--- src/rtl/btn_conditioner.sv ---
// -----------------------------------------------------------------------------
// btn_conditioner
//
// Conditions raw board push-buttons for the ALU top-level register bank.
// Each channel is synchronised to i_clk and then debounced. The block emits
// the debounced level and a one-cycle strobe on every accepted press, so a
// physical press loads an ALU operand or operation exactly once.
//
// Parameters:
//   NB_BUT           number of button channels
//   DEBOUNCE_CYCLES  consecutive disagreeing samples needed to accept a new
//                    level (must be >= 2)
//   NB_CNT           width of each per-channel debounce counter
//
// Ports:
//   i_clk        system clock, all state on the rising edge
//   i_rst        asynchronous active-low reset
//   i_btn_raw    raw button pins, asynchronous, active-high
//   o_btn_level  debounced level per channel (registered)
//   o_btn_pulse  registered one-cycle strobe on each debounced 0->1 change
//
// Build option:
//   BTN_PRIORITY_ONEHOT_EN  when defined, o_btn_pulse carries at most one set
//                           bit per cycle; the lowest index wins and losing
//                           strobes are dropped. o_btn_level is unaffected.
// -----------------------------------------------------------------------------
module btn_conditioner #(
  parameter int NB_BUT          = 3,
  parameter int DEBOUNCE_CYCLES = 1000000,
  parameter int NB_CNT          = $clog2(DEBOUNCE_CYCLES)
) (
  input  logic              i_clk,
  input  logic              i_rst,
  input  logic [NB_BUT-1:0] i_btn_raw,
  output logic [NB_BUT-1:0] o_btn_level,
  output logic [NB_BUT-1:0] o_btn_pulse
);

  // Terminal count: the DEBOUNCE_CYCLES-th disagreeing sample commits.
  localparam logic [NB_CNT-1:0] CNT_LAST = NB_CNT'(DEBOUNCE_CYCLES - 1);

  logic [NB_BUT-1:0] sync1;
  logic [NB_BUT-1:0] sync2;
  logic [NB_BUT-1:0] stable;
  logic [NB_BUT-1:0] stable_nxt;
  logic [NB_BUT-1:0] rise;
  logic [NB_BUT-1:0] pulse_nxt;
  logic [NB_CNT-1:0] cnt     [NB_BUT];
  logic [NB_CNT-1:0] cnt_nxt [NB_BUT];

  // Two-flop synchroniser; only sync2 is allowed to reach the debounce logic.
  // NOTE: registers are written with non-blocking assignments so every flop
  // samples the pre-edge value of its source, which is what makes sync2 lag
  // sync1 by a full cycle.
  always_ff @(posedge i_clk or negedge i_rst) begin
    if (!i_rst) begin
      sync1 <= '0;
      sync2 <= '0;
    end else begin
      sync1 <= i_btn_raw;
      sync2 <= sync1;
    end
  end

  // Debounce decision. Any agreeing sample clears the counter, so short
  // glitches never accumulate; the counter saturates at CNT_LAST by
  // committing and returning to zero instead of wrapping.
  // NOTE: every output of this block gets a default before any branch, so no
  // path leaves a signal unassigned and no latch is inferred.
  always_comb begin
    stable_nxt = stable;
    rise       = '0;
    for (int i = 0; i < NB_BUT; i++) begin
      cnt_nxt[i] = '0;
      if (sync2[i] != stable[i]) begin
        if (cnt[i] == CNT_LAST) begin
          stable_nxt[i] = sync2[i];
          rise[i]       = sync2[i];
        end else begin
          cnt_nxt[i] = cnt[i] + NB_CNT'(1);
        end
      end
    end
  end

`ifdef BTN_PRIORITY_ONEHOT_EN
  // Isolate the lowest set bit: btn[0] beats btn[1] beats btn[2], matching
  // the load priority of the ALU top. Losers are dropped, not queued.
  assign pulse_nxt = rise & (~rise + NB_BUT'(1));
`else
  assign pulse_nxt = rise;
`endif

  // Debounce state and registered strobe. A reset during a count or during a
  // strobe clears everything at once; release never produces a strobe since
  // stable restarts from 0 and a held button must pass the full debounce.
  // NOTE: the counter array is small per-channel state, not a memory, so it
  // is reset along with everything else rather than left uninitialised.
  always_ff @(posedge i_clk or negedge i_rst) begin
    if (!i_rst) begin
      stable      <= '0;
      o_btn_pulse <= '0;
      for (int i = 0; i < NB_BUT; i++) begin
        cnt[i] <= '0;
      end
    end else begin
      stable      <= stable_nxt;
      o_btn_pulse <= pulse_nxt;
      for (int i = 0; i < NB_BUT; i++) begin
        cnt[i] <= cnt_nxt[i];
      end
    end
  end

  assign o_btn_level = stable;

endmodule

--- config.mk ---
export PLATFORM = sky130hd
export DESIGN_NAME = btn_conditioner
export DESIGN_NICKNAME = d
export VERILOG_FILES = /design/src/rtl/btn_conditioner.sv
export SDC_FILE = /design/constraint.sdc
export NUM_CORES = 1
export LEC_CHECK = 0
export ABC_AREA = 1
export CELL_PAD_IN_SITES_DETAIL_PLACEMENT = 0
export CELL_PAD_IN_SITES_GLOBAL_PLACEMENT = 2
export CORE_AREA = 2 2 109 111
export DETAILED_ROUTE_END_ITERATION = 6
export DIE_AREA = 0 0 111 113
export PLACE_DENSITY = 0.72
export SKIP_LAST_GASP = 1
export SLEW_MARGIN = 20
export SYNTH_ARGS = -nofsm -noshare
export SYNTH_HDL_FRONTEND = slang
export SYNTH_SLANG_ARGS = --single-unit
--- constraint.sdc ---
create_clock -name i_clk -period 3.65 [get_ports i_clk]
set_input_delay 0.365 -clock i_clk [delete_from_list [all_inputs] [get_ports i_clk]]
set_output_delay 0.365 -clock i_clk [all_outputs]
set_load 0.005 [all_outputs]
# After elaboration in Yosys (flattened, before gate mapping)
# Cells that the tools add are included.
[op_classes]
n_addsub = 3
eq_ne = 6
muxes = 12
n_reduce_logical = 3
[op_table]
columns = ["operator", "count"]
rows = [
  ["2-to-1 mux 20 bit", 6],
  ["adder 20 x 1 -> 20 bit, second input constant", 3],
  ["equality test 20 bit, second input constant", 3],
  ["2-to-1 mux 1 bit", 6],
  ["AND reduction 2 bit", 3],
  ["inequality test 1 bit", 3],
]
[totals]
ff_bits = 72
in_bits = 5
output_inout_bits = 6
word_cells = 33

# Logic depth before layout (Yosys ltp)
# Gate-level depths: netlist (run 1).
[depth]
depth_word = 3
ltp_mapped = 9
mapped_depth_nobuf = 9

# Worst setup path after synthesis (run 1)
# No wires, ideal clock.
[synth_timing]
path_type = "flip-flop to flip-flop"
from = "register cnt[0] (netlist bit)"
to = "register cnt[18] (netlist bit)"
setup_ps = 119
t_arrival_ps = 1155
required_time_ps = 3531
slack_ps = 2377
path_stages_with_launch = 7
n_path_buf = 0
period_less_slack_ps = 1273
path_cell_list = "dfrtp_1 > ha_1 > nand3_2 > nor2_4 > nand3_2 > nand2_2 > nor2_1"
[synth_lines]
columns = ["element", "line", "text"]
rows = [
  ["start, declared", "48", "logic [NB_CNT-1:0] cnt [NB_BUT];"],
  ["start signal, assigned by index", "110", "cnt[i] <= cnt_nxt[i];"],
]

# Worst setup path in the final report (run 1)
[layout_timing]
from = "register stable[2] (netlist: o_btn_level[2])"
to = "output o_btn_level[2]"
[layout_lines]
columns = ["element", "line", "text"]
rows = [
  ["start, declared", "44", "logic [NB_BUT-1:0] stable;"],
  ["start signal, assigned", "107", "stable <= stable_nxt;"],
  ["end, declared", "35", "output logic [NB_BUT-1:0] o_btn_level,"],
]
# No word-level cell between the ends.

==> key figures, run 1 <==
Outcome
  • Status: finished clean

Synthesis
  • Mean Syn Cell Area: 7.97 um2
  • Compound-Gate Fraction of Synth Area: 0.0270
  • Sequential element share of the synthesized area: 0.462
  • Syn_nets: 497
  • Post-Synthesis Cells: 489
  • XOR/XNOR share of the synthesized area: 0.0822
  • Synth Warn #: 0
  • Most used DFF post-synth: dfrtp_1
  • Seq cells post-synth: 72
  • Main combinational cell family by area after synthesis: simple AND/OR/NAND/NOR gates
  • Post-synth EDFFs: 0
  • Adder-cell share of the synthesized area: 0.00963
  • Multiplexer share of the synthesized area: 0
  • Post-Syn Area: 0.00390 mm2
  • Simple-gate area share of the yosys netlist: 0.370
  • Async set or reset register ratio after synthesis: 1.00
  • Yosys cell types: 26

Setup path
  • Reg-to-reg setup timing slack: 2.09 ns
  • Worst r2r path cells: 6
  • Worst path cell trace: clkdlybuf4s50_1
  • CP Data Arrival Time: 1.31 ns
  • Reg2reg end: cnt[18]
  • Bufs and invs on worst path: 1
  • Worst-path fanout max: 4
  • Critical path's slowest cell: clkdlybuf4s50_1
  • Critical path launch point type: flop
  • Critical Path Sink Type: output pin
  • Worst stage delay on the critical path: 0.54 ns
  • Worst r2r src: cnt[0]
  • Worst setup path start: o_btn_level[2]
  • CP delay by family, top: buffers and inverters
  • Levels on crit path: 1
  • Setup crit end: o_btn_level[2]
  • Type of the worst setup path: flop to output pin
  • CP Data Required Time: 3.28 ns

CTS
  • Num Clock Sinks: 72
  • CTS root buf: clkbuf_16
  • # resized after CTS: 0
  • Worst-case clock buffer depth: 2
  • Worst-skew pair later-pin latency: 0.34 ns
  • TritonCTS clock tree: yes
  • CTS clock-pin slew for the worst setup and hold paths: 0.06 ns
  • TritonCTS Buffers: 9
  • H-tree lvl count: 3
  • Hold_buf cts: 0
  • Setup Buffers After CTS: 0

Floorplanning
  • Die width: 111 um
  • Die Span Y: 113 um
  • Ports: 11
  • Core area: 0.0113 mm2
  • Die footprint: 0.0125 mm2
  • Core Rows: 39
  • Starting Density: 0.346

Cells and area
  • Post-layout nets: 517
  • Layout area overhead: 13.8%
  • Antenna cells: 0
  • Final core utilization: 0.394
  • Share of cells above drive strength 1: 0.115
  • Post-route cell area: 0.00444 mm2

Placed design
  • HPWL after DPL: 6420 um
  • Port buffer count: 10
  • Final Wtd Congestion: 0.784
  • Placed Instance Area: 0.00417 mm2

STA
  • Worst Hold Margin: 0.154 ns
  • Fin crit share: 0.460
  • Setup_tns: 0 ns
  • Slew of the pin with the lowest slew margin: 0.931 ns
  • Final-report setup violation count: 0
  • Max-slew violations: 0
  • Min cycle time layout: 1.68 ns
  • Max Clock Skew: 0.00587 ns
  • Relative slew slack: 0.380
  • Final hold vios: 0
  • Max Freq: 0.596 GHz
  • Unrepaired setup endpoints after global routing: false

GRT
  • GRT Total Usage: 0.155
  • Largest net degree at the start of global routing: 73
  • GRT Max-Usage Layer: met2
  • GR Util met3: 0.0295
  • Global route overflow: 0
  • GR Layer Usage met2: 0.237
  • Met1 GRT Util: 0.219
  • First-pass GRT wire length: 15,400 um
  • Initial antenna violation count: 0
  • Vias in the first global route: 3,076

Detailed routing
  • Vias: 3,047
  • DRC viols: 0
  • DR vias/cell: 4.64
  • Drt pass-1 iters: 4
  • Routed Antenna Nets: 0
  • Total Routed Length: 8820 um
  • Routed length per placed instance: 13.4 um
  • Starting DRC count in detailed routing: 223

Power and ir drop
  • Pwr/cell area: 379 mW/mm2
  • Tot Pwr: 1.68 mW
  • VDD IR-drop max: 263 uV
  • Leak: 1.94 nW

Min path
  • HP Class: primary input to asynchronous set/reset pin

Flow run
  • Max cap viols: 0
==> flip-flops by register name (all words and copies together) (netlist names) <==
signal,cells
o_btn_level,3
sync1,3
sync2,3
o_btn_pulse,3
cnt,60
==> how the worst min path moves through the flow <==
stage,start,end,cells past startpoint
2_1_floorplan,i_rst,cnt[0],0
3_3_place_gp,sync1[1],sync2[1],0
3_5_place_dp,sync1[0],sync2[0],0
4_1_cts,i_rst,cnt[33],1
5_1_grt,i_rst,cnt[14],1
6_report,i_rst,cnt[14],1
==> area by class of cell <==
type	instances	area [um2]
Clock buffer	12	246
Timing Repair Buffer	10	97.6
Multi-Input combinational cell	366	1900
Fill cell	1141	6840
Tap cell	143	179
Inverter	50	188
Clock inverter	4	20.0
Sequential cell	72	1800
==> worst reg2reg max path, cell delays in order, from the launching register on <==
cell and delay [ns]:
dfrtp_1 0.38, ha_1 0.25, nand3_2 0.19, nor2_4 0.20, nand3_2 0.17, nand2_2 0.19, nor2_1 0.07
==> logic make-up (layout without fill, tap and decap cells) <==
| family | Yosys count | count (layout) |
|---|---|---|
| flip-flops | 72 | 72 |
| adder cells (fa/ha/maj) | 3 | 3 |
| buffers and inverters | 51 | 76 |
| XOR/XNOR | 34 | 34 |
| AND/OR/NAND/NOR | 310 | 310 |
| AO/OA/AOI/OAI | 19 | 19 |
==> metrics by stage <==
| step | std cells | worst slack [ns] |
|---|---|---|
| after detailed placement | 641 | 2.09 |
| after global placement | 641 | 2.09 |
| after global routing | 657 | 1.92 |
| after CTS | 657 | 1.95 |
| after floorplan | 489 | 2.38 |
| final | 657 | 1.97 |
==> synthesized netlist by cell type, types with 4 or more instances <==
cell type	n	area share
nor2_1	119	0.11
nand2_1	89	0.086
dfrtp_1	72	0.46
nand3_1	48	0.062
inv_1	46	0.044
xor2_1	21	0.047
nand2_2	11	0.018
nor2_4	10	0.029
xnor2_1	10	0.022
nor2_2	9	0.014
nand4_1	8	0.013
a21oi_1	7	0.0090
o21ai_1	7	0.0090
nor3_1	5	0.0064
inv_2	4	0.0038
nand3_2	4	0.010
o21bai_1	4	0.0077
==> placed cells by master (no fill, tap or decap) <==
| cell type | synthesis | final |
|---|---|---|
| a21oi_1 | 7 | 7 |
| and2_1 | 1 | 1 |
| buf_4 | 0 | 1 |
| clkbuf_1 | 0 | 2 |
| clkbuf_16 | 0 | 9 |
| clkbuf_8 | 0 | 1 |
| clkdlybuf4s50_1 | 0 | 9 |
| clkinv_2 | 0 | 4 |
| dfrtp_1 | 72 | 72 |
| ha_1 | 3 | 3 |
| inv_1 | 46 | 46 |
| inv_2 | 4 | 4 |
| nand2_1 | 89 | 89 |
| nand2_2 | 11 | 11 |
| nand2_4 | 1 | 1 |
| nand3_1 | 48 | 48 |
| nand3_2 | 4 | 4 |
| nand3_4 | 1 | 1 |
| nand3b_1 | 3 | 3 |
| nand4_1 | 8 | 8 |
| nor2_1 | 119 | 119 |
| nor2_2 | 9 | 9 |
| nor2_4 | 10 | 10 |
| nor3_1 | 5 | 5 |
| nor3_2 | 1 | 1 |
| o21ai_0 | 1 | 1 |
| o21ai_1 | 7 | 7 |
| o21bai_1 | 4 | 4 |
| xnor2_1 | 10 | 10 |
| xor2_1 | 21 | 21 |
| xor2_2 | 3 | 3 |
==> per-layer routing <==
| layer | vias up | share of wire |
|---|---|---|
| li1 | 1577 | - |
| met1 | 1432 | 0.51 |
| met2 | 33 | 0.46 |
| met3 | 5 | 0.020 |
| met4 | 0 | 0.011 |
| met5 | - | 0 |
==> report_power, final <==
part           leakage, nW  switching (mW)  internal [mW]  total, mW
Combinational        0.816          0.0398         0.0153     0.0552
Clock                0.136           0.335          0.474      0.809
Sequential           0.985         0.00872          0.810      0.819
Total                 1.94           0.383           1.30       1.68
Power figures use the tool's default switching activity.
==> inputs of run 2 (changes only) <==
CORE_AREA = 2 2 111 113   (was 2 2 109 111)
DIE_AREA = 0 0 113 115   (was 0 0 111 113)
clock period = 1.4 ns   (was 3.65 ns; I/O delays follow)
==> key figures, run 2 (same netlist as run 1, synthesis figures left out) <==
Power and ir drop
  • Internal power: 3.80 mW
  • Register share of total power: 0.438
  • VDD IR-drop max: 427 uV
  • Net Sw Power: 1.09 mW
  • Clock power frac: 0.524
  • Pwr/cell area: 981 mW/mm2
  • Leak: 2.17 nW
  • Combinational share of power: 0.038
  • Switching Fraction: 0.222

Detailed routing
  • DRC viols: 1
  • Vias: 3,215
  • DR vias/cell: 4.63
  • Starting DRC count in detailed routing: 114
  • Routed Antenna Nets: 0
  • Drt pass-1 iters: 7
  • Routed length per placed instance: 13.2 um
  • Total Routed Length: 9190 um

Setup path
  • Reg-to-reg setup timing slack: 0.06 ns
  • Type of the worst setup path: flop to output pin
  • Worst r2r path cells: 7
  • Critical path's slowest cell: clkdlybuf4s50_1
  • Worst setup path start: o_btn_level[0]
  • Worst stage delay on the critical path: 0.51 ns
  • CP Data Required Time: 1.26 ns
  • CP Data Arrival Time: 1.20 ns
  • Worst-path fanout max: 2
  • Worst path cell trace: clkdlybuf4s50_1
  • Bufs and invs on worst path: 1
  • Worst r2r src: cnt[20]
  • CP delay by family, top: buffers and inverters
  • Reg2reg end: cnt[39]
  • Critical Path Sink Type: output pin
  • Critical path launch point type: flop

Cells and area
  • Area of the multi-input gates: 0.00209 mm2
  • Max reg flops: 60
  • Most frequent cells in the layout: nor2_1 (110), nand2_1 (88), dfrtp_1 (63)
  • Post-layout nets: 551
  • Share of cells above drive strength 1: 0.228
  • Antenna cells: 0
  • Layout area overhead: 27.7%
  • Most common cell after layout, fill and taps aside: nor2_1
  • Largest Register: cnt
  • Area occupied by registers: 0.00181 mm2
  • # fillers: 1,182

Placed design
  • Pre-CTS setup slack: -0.0340 ns
  • HPWL after DPL: 6670 um
  • Final Wtd Congestion: 0.786
  • Port buffer count: 10

Outcome
  • Failing checks: DRC
  • Status: finished with violations

Floorplanning
  • Die width: 113 um
  • Ports: 11
  • Core Rows: 40
  • Starting Density: 0.330
  • Die footprint: 0.0130 mm2
  • Die Span Y: 115 um
  • Core area: 0.0118 mm2

STA
  • Final hold vios: 0
  • Slew of the pin with the lowest slew margin: 0.306 ns
  • Max Clock Skew: 0.00773 ns
  • Final-report setup violation count: 0
  • Max Freq: 0.746 GHz
  • Fin crit share: 0.957
  • Setup_tns: 0 ns
  • Worst Hold Margin: 0.181 ns
  • Min cycle time layout: 1.34 ns
  • PnR worst setup slack: 0.0599 ns
  • Max-slew violations: 0
  • Relative slew slack: 0.796
  • Unrepaired setup endpoints after global routing: true

CTS
  • CTS root buf: clkbuf_16
  • Num Clock Sinks: 72
  • H-tree lvl count: 3
  • Worst-case clock buffer depth: 2
  • TritonCTS clock tree: yes
  • TritonCTS Buffers: 9
  • Worst-skew pair later-pin latency: 0.34 ns
  • CTS clock-pin slew for the worst setup and hold paths: 0.06 ns

GRT
  • First-pass GRT wire length: 15,100 um
  • GRT Total Usage: 0.150
  • Largest net degree at the start of global routing: 44
  • Global route overflow: 0
  • Vias in the first global route: 3,021
  • Initial antenna violation count: 0

Flow run
  • Max cap viols: 0

Min path
  • HP Class: primary input to asynchronous set/reset pin
run 2: changes by cell type in the layout (fill, tap and decap cells not counted), moves of 3 or more:
| cell | delta |
|---|---|
| nor2_4 | +3 |
| ha_1 | -3 |
| dfrtp_1 | -9 |
| clkinvlp_4 | +3 |
| nand2_4 | +5 |
| nor2_1 | -9 |
| buf_4 | +30 |
| nor2_2 | +6 |
| nand3_4 | +5 |
| dfrtp_2 | +9 |
| nand2_2 | -4 |
| clkinv_2 | -4 |
| nand3_1 | -6 |
run 2: worst register-to-register path, stage by stage (launching register included):
cell and delay (ns):
dfrtp_1 0.40, ha_4 0.17, nand3_4 0.10, nor2_4 0.19, buf_6 0.13, nand3_2 0.11, nand3_1 0.10, nor2_1 0.04
run 2: power groups by stage:
stage	logic [mW]	registers, mW	clock network, mW
2_1_floorplan	0.0754	2.17	0
3_3_place_gp	0.174	2.17	0
3_5_place_dp	0.177	2.17	0
4_1_cts	0.181	2.13	2.63
5_1_grt	0.215	2.14	2.71
6_report	0.187	2.14	2.56
run 2: worst max path at each step:
stage,end,slack [ns],depth (start not counted)
final,o_btn_level[0],0.06,1
after detailed placement,cnt[18],-0.03,6
after floorplan,cnt[18],0.13,6
after CTS,o_btn_level[2],-0.05,2
after global routing,cnt[39],-0.03,7
after global placement,cnt[18],0.02,6
run 2: metal layers:
metal / GRT usage / wire, um / vias up
met2: 0.228 / 4120 / 53
met3: 0.0258 / 284 / 19
li1: - / - / 1644
met4: 0.0780 / 267 / 0
met1: 0.207 / 4510 / 1499
met5: 0 / 0 / -
run 2: through the flow:
| stage | std cells | power [mW] | utilization | area [um2] |
|---|---|---|---|---|
| after floorplan | 489 | 2.24 | - | 3900 |
| after global placement | 664 | 2.34 | 0.367 | 4330 |
| after detailed placement | 664 | 2.35 | 0.367 | 4330 |
| after CTS | 684 | 4.95 | 0.399 | 4710 |
| after global routing | 695 | 5.07 | 0.422 | 4980 |
| final | 695 | 4.88 | 0.422 | 4980 |
run 2: area by class of cell:
class | count | area share
well taps | 147 | 0.0369
clock buffers | 10 | 0.0480
multi-input cells | 367 | 0.420
repair buffers | 43 | 0.0736
inverters | 50 | 0.0385
flip-flops and latches | 72 | 0.364
clock inverters | 6 | 0.0186
run 2: repair_timing:
action / 4_1_cts / 5_1_grt
setup endpoints to repair: 16 / 46
hold buffers: 1 / 0
gates cloned: 0 / 1
pin swaps: 3 / 8
buffers inserted: 3 / 10
gates resized for setup: 4 / 45
endpoints found under the hold margin: 72 / 0
==> inputs of run 3 (changes only) <==
ABC_CLOCK_PERIOD_IN_PS = 1400   (was unset)
==> results of run 3 <==
The final DEF is identical to that of run 2; final timing and power are the same.
==> RTL edit (flow settings as in run 1) <==
Register the output `o_btn_level` once more; this adds one clock of latency there. The other outputs are not delayed to match. Comments in the files are not updated.
--- a/src/rtl/btn_conditioner.sv
+++ b/src/rtl/btn_conditioner.sv
@@ -113,5 +113,7 @@
   end
 
-  assign o_btn_level = stable;
+  always_ff @(posedge i_clk) begin
+    o_btn_level <= stable;
+  end
 
 endmodule
Check against the original RTL: no difference found for any inputs over 10 cycles, from zero or initial values and one cycle with i_rst low; that may be too few to reach the edited logic, so the function may still have changed.
==> RTL edit against run 1 <==
- first-iteration DRC count decreased by 24%
- worst setup slack improved by 0.16 ns
- sequential cell count grew 3
- combinational power barely moved
- wire length is 1.9% higher
- total power up 8.7%
- area after synthesis up 1.5%
- design area up 2.3%
- critical path type unchanged
- critical endpoint is now o_btn_pulse[2]
- highest routed layer unchanged
==> RTL edit: results (changes against run 1) <==
* Max FFs per register at 60 (unchanged)
* DR WL met3 at 188 um (was 175 um)
* RePlAce Congestion at 0.776 (was 0.784)
* Area contributors post-synth: dfrtp_1, nor2_1, nand2_1 (unchanged)
* Met2 Track Usage GR at 26.3% (was 23.7%)
* Worst-Skew Late Latency at 0.34 ns (about the same)
* M1 wire length at 4.37 mm (was 4.53 mm)
* Peak VDD IR at 194 uV (was 263 uV)
* Synth top area share at 45.5% (was 46.2%)
* Largest Register: cnt (unchanged)
* CP peak stage delay at 0.50 ns (was 0.54 ns)
* Met2 wire len at 4.19 mm (was 4.02 mm)
* Slowest CP cell: clkdlybuf4s50_1 (unchanged)
* Cell area after placement at 4230 um2 (was 4170 um2)
* DRT Pass-1 Iters at 4 (unchanged)
* Crit path max-delay family: buffers and inverters (unchanged)
* Final #Nets at 520 (was 517)
* Root buf cell: clkbuf_16 (unchanged)
* CTS clk-pin slew, worst paths at 0.06 ns (about the same)
* CTS max path bufs at 2 (unchanged)
* Vias at 3109 (was 3047)
* First-pass GRT wire length at 15.9 mm (was 15.4 mm)
* Yosys warning total at 0 (unchanged)
* Class of the worst hold path: in2async (unchanged)
* Net Sw Frac at 22.9% (was 22.8%)
* Post-DP HPWL at 6.67 mm (was 6.42 mm)
* Leakage power at 1.97 nW (was 1.94 nW)
* Number of DRC markers in iteration 0 at 170 (was 223)
* Critical Path Fanout Max at 1 (was 4)
* CTS resizes at 0 (unchanged)
* H-Tree Depth at 3 (unchanged)
* GRT met1 Usage at 20.7% (was 21.9%)
* Synth unique cells at 27 (was 26)
* Status: complete, no violations (unchanged)
* PortBufs at 10 (unchanged)
* Clk_skew at 0.00619 ns (was 0.00587 ns)
* Initial antenna violation count at 0 (unchanged)
* GRT Util Overall at 16.1% (was 15.5%)
* Synthesized Nets at 500 (was 497)
* Synth async-reset ratio at 96.0% (was 100%)
* Least-Margin Pin Slew at 0.942 ns (was 0.931 ns)
* Grt met3 use at 2.89% (was 2.95%)
* WL/cell at 13.6 um (was 13.4 um)
* Sequential fraction of the synthesis area at 47.0% (was 46.2%)
* Layout cells sized above 1 at 11.8% (was 11.5%)
* Vias in the first global route at 3250 (was 3076)
-- RTL edit: changes by cell type after synthesis, sizes merged --
cell,delta
dfxtp,+3
-- RTL edit: layout make-up --
class / instances / area [um2]
clock buffer: 10 / 239
inverter: 50 / 188
fill: 1189 / 6730
sequential: 75 / 1860
clock inverter: 6 / 71.3
tap: 143 / 179
multi-input combinational: 366 / 1900
timing repair buffer: 10 / 97.6
-- RTL edit: kinds of logic after synthesis --
kind of cell	Yosys count	synth area share, %
adders and majority gates	3	0.948
xor gates and xnor gates	34	8.09
and+or+nand+nor	310	36.4
buffers and inverters	51	4.87
AOI/OAI and AO/OA	19	2.65
DFF	75	47.0
-- RTL edit: worst paths after layout --
check	from	slack [ns]	cells past startpoint	end
worst max-delay path	o_btn_pulse[2]	2.13	1	o_btn_pulse[2]
worst min-delay path	i_rst	0.15	1	cnt[27]
worst max register to register	cnt[20]	2.17	6	cnt[29]
worst min register to register	sync1[2]	0.35	0	sync2[2]
max in group asynchronous	i_rst	2.87	1	cnt[19]
min in group i_clk	sync1[2]	0.35	0	sync2[2]
-- RTL edit: power groups by stage --
stage / combinational (mW) / sequential, mW / clock [mW]
finish: 0.0551 / 0.851 / 0.923
global route: 0.0648 / 0.852 / 0.999
CTS: 0.0583 / 0.851 / 0.960
detailed placement: 0.0579 / 0.867 / 0
global placement: 0.0582 / 0.866 / 0
floorplan: 0.0289 / 0.865 / 0
-- RTL edit: stage by stage --
| stage | cells | hold WS [ns] | setup WS (ns) |
|---|---|---|---|
| floorplan | 492 | 0.0694 | 2.38 |
| global placement | 644 | 0.334 | 2.17 |
| detailed placement | 644 | 0.338 | 2.15 |
| CTS | 660 | 0.218 | 2.10 |
| global route | 660 | 0.266 | 2.03 |
| finish | 660 | 0.147 | 2.13 |
